==> config.mk <==
export PLATFORM = sky130hd
export DESIGN_NAME = eq2
export DESIGN_NICKNAME = d
export VERILOG_FILES = /design/src/rtl/eq2.sv
export SDC_FILE = /design/constraint.sdc
export NUM_CORES = 1
export LEC_CHECK = 0
export ABC_AREA = 1
export CORE_AREA = 4 4 41 43
export CTS_BUF_LIST = sky130_fd_sc_hd__clkbuf_8 sky130_fd_sc_hd__clkbuf_16
export CTS_CLUSTER_DIAMETER = 200
export DETAILED_ROUTE_END_ITERATION = 8
export DIE_AREA = 0 0 45 47
export PLACE_DENSITY = 0.7
export SYNTH_ARGS = -nofsm -noshare
export SYNTH_HDL_FRONTEND = slang
export SYNTH_SLANG_ARGS = --single-unit
==> constraint.sdc <==
create_clock -name clk -period 0.8 [get_ports clk]
set_input_delay 0.16 -clock clk [delete_from_list [all_inputs] [get_ports clk]]
set_output_delay 0.16 -clock clk [all_outputs]
set_load 0.02 [all_outputs]
==> src/rtl/eq2.sv <==
// eq2: W-bit equality compare; aeqb is combinational, the rest are registered once on clk.
// Latency: aeqb 0 cycles, all other outputs 1 cycle. No backpressure: every edge samples.
// EQ2_STATS_EN builds the saturating match/mismatch counters; otherwise both read 0.
module eq2 #(
  parameter int W     = 2,
  parameter int CNT_W = 8
) (
  input  logic             clk,
  input  logic             reset_n,
  input  logic [W-1:0]     a,
  input  logic [W-1:0]     b,
  input  logic             clr,
  output logic             aeqb,
  output logic             aeqb_q,
  output logic             eq_rise,
  output logic             eq_fall,
  output logic             sticky_neq,
  output logic [CNT_W-1:0] match_cnt,
  output logic [CNT_W-1:0] mismatch_cnt
);

  assign aeqb = &(a ~^ b);

  // Pulses compare the new sample against the previous registered one,
  // so they land on the same edge at which aeqb_q changes.
  always_ff @(posedge clk) begin
    if (!reset_n) begin
      aeqb_q     <= 1'b0;
      eq_rise    <= 1'b0;
      eq_fall    <= 1'b0;
      sticky_neq <= 1'b0;
    end else begin
      aeqb_q  <= aeqb;
      eq_rise <= aeqb & ~aeqb_q;
      eq_fall <= ~aeqb & aeqb_q;
      if (clr)
        sticky_neq <= 1'b0;
      else if (!aeqb)
        sticky_neq <= 1'b1;
    end
  end

`ifdef EQ2_STATS_EN
  localparam logic [CNT_W-1:0] CNT_MAX = '1;

  always_ff @(posedge clk) begin
    if (!reset_n || clr) begin
      match_cnt    <= '0;
      mismatch_cnt <= '0;
    end else if (aeqb) begin
      if (match_cnt != CNT_MAX)
        match_cnt <= match_cnt + CNT_W'(1);
    end else begin
      if (mismatch_cnt != CNT_MAX)
        mismatch_cnt <= mismatch_cnt + CNT_W'(1);
    end
  end
`else
  assign match_cnt    = '0;
  assign mismatch_cnt = '0;
`endif

endmodule

* Word-level counts from Yosys, hierarchy flattened *
Cells that the tools add are included.

word-level totals
  bits of input ports = 7
  bits in registers = 4
  output and inout bits = 21

cells by class
  bitwise logic cells = 6
  reduce and logical (&&, ||, !) cells = 2

operators with widths
  kind                 number
  1-bit inverter       3
  1-bit bitwise AND    2
  2-bit AND reduction  1
  2-bit OR reduction   1
  2-bit bitwise XNOR   1

* Logic depth before layout (Yosys ltp) *
  depth in word-level cells = 4
  gate-level depth with buffers = 6
  gate-level depth less buffers = 6

* Worst setup path before layout *
Ideal clock, no wire load.

  path kind = register to register
  from = reg, netlist name sticky_neq
  to = reg sticky_neq
  setup slack = 0.121 ns
  cell stages (with the launch flop) = 5
  buffers on the path = 0
  arrival time = 0.623 ns
  clock period less this slack = 0.679 ns
  cell sequence = dfxtp_1 inv_1 nand3_1 nand2_1 inv_1

RTL lines
  element                 line  source
  end signal: assignment  31    sticky_neq <= 1'b0;
  end signal: assignment  37    sticky_neq <= 1'b0;
  end signal: assignment  39    sticky_neq <= 1'b1;
  end: declaration        17    output logic sticky_neq,

* Worst setup path in the final report *
  from = reg sticky_neq
  to = out sticky_neq

No word-level cell between the ends.

==> impl_metrics.toml <==
[power]
power-per-cell-area_mw_per_mm2 = 1760
vdd_ir_drop_max_mv = 0.503
leakage_dissipation_nw = 0.297

[synthesis]
postSynth.topFlopCell = "dfxtp_1"
synth_area_um2 = 298
synthMostInstantiatedCell = "buf_4"
synth.avg_cell_area_um2 = 6.77
post-synth-top-area-cell = "buf_4"
yosysWarnings = 0
ys_ff_latch = 4
post_synth_most_frequent_cells = "buf_4 (16), inv_1 (8), nand2_1 (8)"
synth-edff-count = 0
synthCells = 44
synth_cell_type_count = 10
synth_top_area_share_pct = 40.3
async_flop_share_pct = 0
synth.yosys.seq_area_share_pct = 26.9
synth_top_cells_by_area = "buf_4 (40%), dfxtp_1 (27%), inv_1 (10%)"

[grt]
grt_start_max_net_pins = 4
first_pass_grt_wire_length_um = 834
antenna_found_initial = 0
grt_pass1_vias = 244
grt.overflow.total = 0
track_usage_pct = 5.84

[floorplan]
floorplan.core_area_mm2 = 0.00130
initial_utilization_pct = 22.9
design.portCount = 28
design.die.area_mm2 = 0.00212
horizontal_die_dimension_um = 45
placementRows = 13
die_boundary_height_um = 47

[critical_path]
worst_endpoint_required_time_ns = 0.64
critPathMaxFanout = 2
cell_chain_of_the_critical_path = "buf_6"
timing.critical_path.max_delay_family = "flip-flops"
worst_setup_path_start_kind = "flip-flop"
crit_path_slowest_cell = "dfxtp_2"
worst_setup_path_end_kind = "output pin"
critical_path_buf_inv_count = 1
worst-setup-path-type = "flip-flop to output pin"
critPathArrivalTime_ns = 0.65
critical-path-max-stage-delay_ns = 0.31

[clock_tree]
cts_num_sinks = 4
cts_tree = "yes"
ctsRootBufferMaster = "clkbuf_8"
cts.hold.buffers_added = 0
htreeDepth = 1
clock_insertion_delay_worst_skew_ns = 0.21
clock_path_buffers = 2
clk_pin_slew_worst_paths_ns = 0.03
cts-buffers-inserted = 3

[route]
drt.antenna.violating_nets = 0
vias_per_cell = 3.28
num_vias = 259
detail_route.iter0.violations = 2
detail_route.wirelength_um = 535
drt_pre_antenna_iters = 3
wire_per_inst_um = 6.77
route.detailed.drc = 0

[placed_design]
io_buffers = 11
dp.final_hpwl_um = 426
gpl.final_weighted_congestion = 0.681

[sta]
report.final.hold_viol_count = 0
period_minus_slack_ns = 0.807
setup_ws_post_layout_ns = -0.00679
holdWs_ns = 0.251
clock-skew-final_ns = 0.00388
timing.final.crit_share_pct = 101
unrepaired_setup_endpoints_after_global_routing = "true"
maxSlewViolCount = 0
achievable-frequency_mhz = 1240
setup_violations = 2

[final_layout]
final_layout_size_suffix_gt1_share_pct = 51.6
antennaDiodeCount = 0
nNetsFinal = 73
layout_area_growth_over_synthesis_pct = 63.9
layout.filler_cells = 147
final_core_utilization_pct = 37.5

[status]
violations = "setup timing"
outcome = "complete, but fails checks"

[hold_path]
holdCritPathClass = "primary input to flip-flop"

[job]
maxCapViolCount = 0
layout make-up:
| class | count | area [um2] | share of cell area [%] |
|---|---|---|---|
| Clock buffer | 3 | 41.3 | 8.46 |
| Inverter | 9 | 33.8 | 6.92 |
| Multi-Input combinational cell | 30 | 133 | 27.2 |
| Sequential cell | 4 | 85.1 | 17.4 |
| Tap cell | 15 | 18.8 | 3.85 |
| Timing Repair Buffer | 18 | 176 | 36.2 |
cell usage in the layout (no fill, tap or decap):
cell type,n
conb_1,16
buf_6,9
nand2_1,7
buf_4,7
inv_2,5
inv_1,4
dfxtp_2,4
clkbuf_8,3
nand2_2,2
nand3_2,2
nor2_1,2
nor2_2,1
clkdlybuf4s50_1,1
dlymetal6s2s_1,1
path summary, 6_finish.rpt:
check                                              from                  to  slack [ns]  depth (start not counted)
worst max-delay path            sticky_neq$_SDFFE_PP0N_          sticky_neq      -0.007                          1
worst min register to register        aeqb_q$_SDFF_PN0_  eq_rise$_SDFF_PN0_        0.49                          2
worst min-delay path                            reset_n  eq_rise$_SDFF_PN0_        0.25                          3
worst max register to register        aeqb_q$_SDFF_PN0_  eq_fall$_SDFF_PN0_        0.16                          3
stage by stage:
stage                     setup TNS (ns)  worst slack, ns  power (mW)  instances  cell area (um2)
after floorplan                        0            0.121       0.388         59              354
after global placement             -3.22           -0.832       0.406         73              393
after detailed placement           -3.27           -0.838       0.407         73              393
after CTS                        -0.0323          -0.0166       0.859         78              468
after global routing              -0.103          -0.0303       0.907         79              488
final                           -0.00936         -0.00679       0.859         79              488
state kept, by name, summed over array words and instances, names as in the netlist:
name        count
aeqb_q          1
eq_fall         1
eq_rise         1
sticky_neq      1
kinds of logic after synthesis:
family / Yosys count / synth area share [%]
buffers and inverters: 25 / 51.7
and+or+nand+nor: 14 / 20.2
DFF: 4 / 26.9
other: 1 / 1.26
power by group:
| part | internal (mW) | total (mW) | switching, mW |
|---|---|---|---|
| combinational | 0.0930 | 0.223 | 0.130 |
| sequential | 0.212 | 0.217 | 0.00494 |
| clock | 0.320 | 0.420 | 0.0995 |
| total | 0.625 | 0.859 | 0.234 |
per-layer routing:
| layer | vias to the layer above | global-route usage, % | wire, um |
|---|---|---|---|
| met4 | 0 | 5.26 | 0 |
| met3 | 0 | 3.83 | 92 |
| met2 | 18 | 9.89 | 286 |
| met5 | - | 0 | 0 |
| met1 | 109 | 4.54 | 156 |
| li1 | 132 | - | - |
timing repair:
item / in CTS / in global routing
pin swaps: 5 / 1
cloned: 0 / 0
setup buffers: 2 / 1
resized for setup: 57 / 3
endpoints found under the setup margin: 9 / 8
Power figures use the tool's default switching activity.
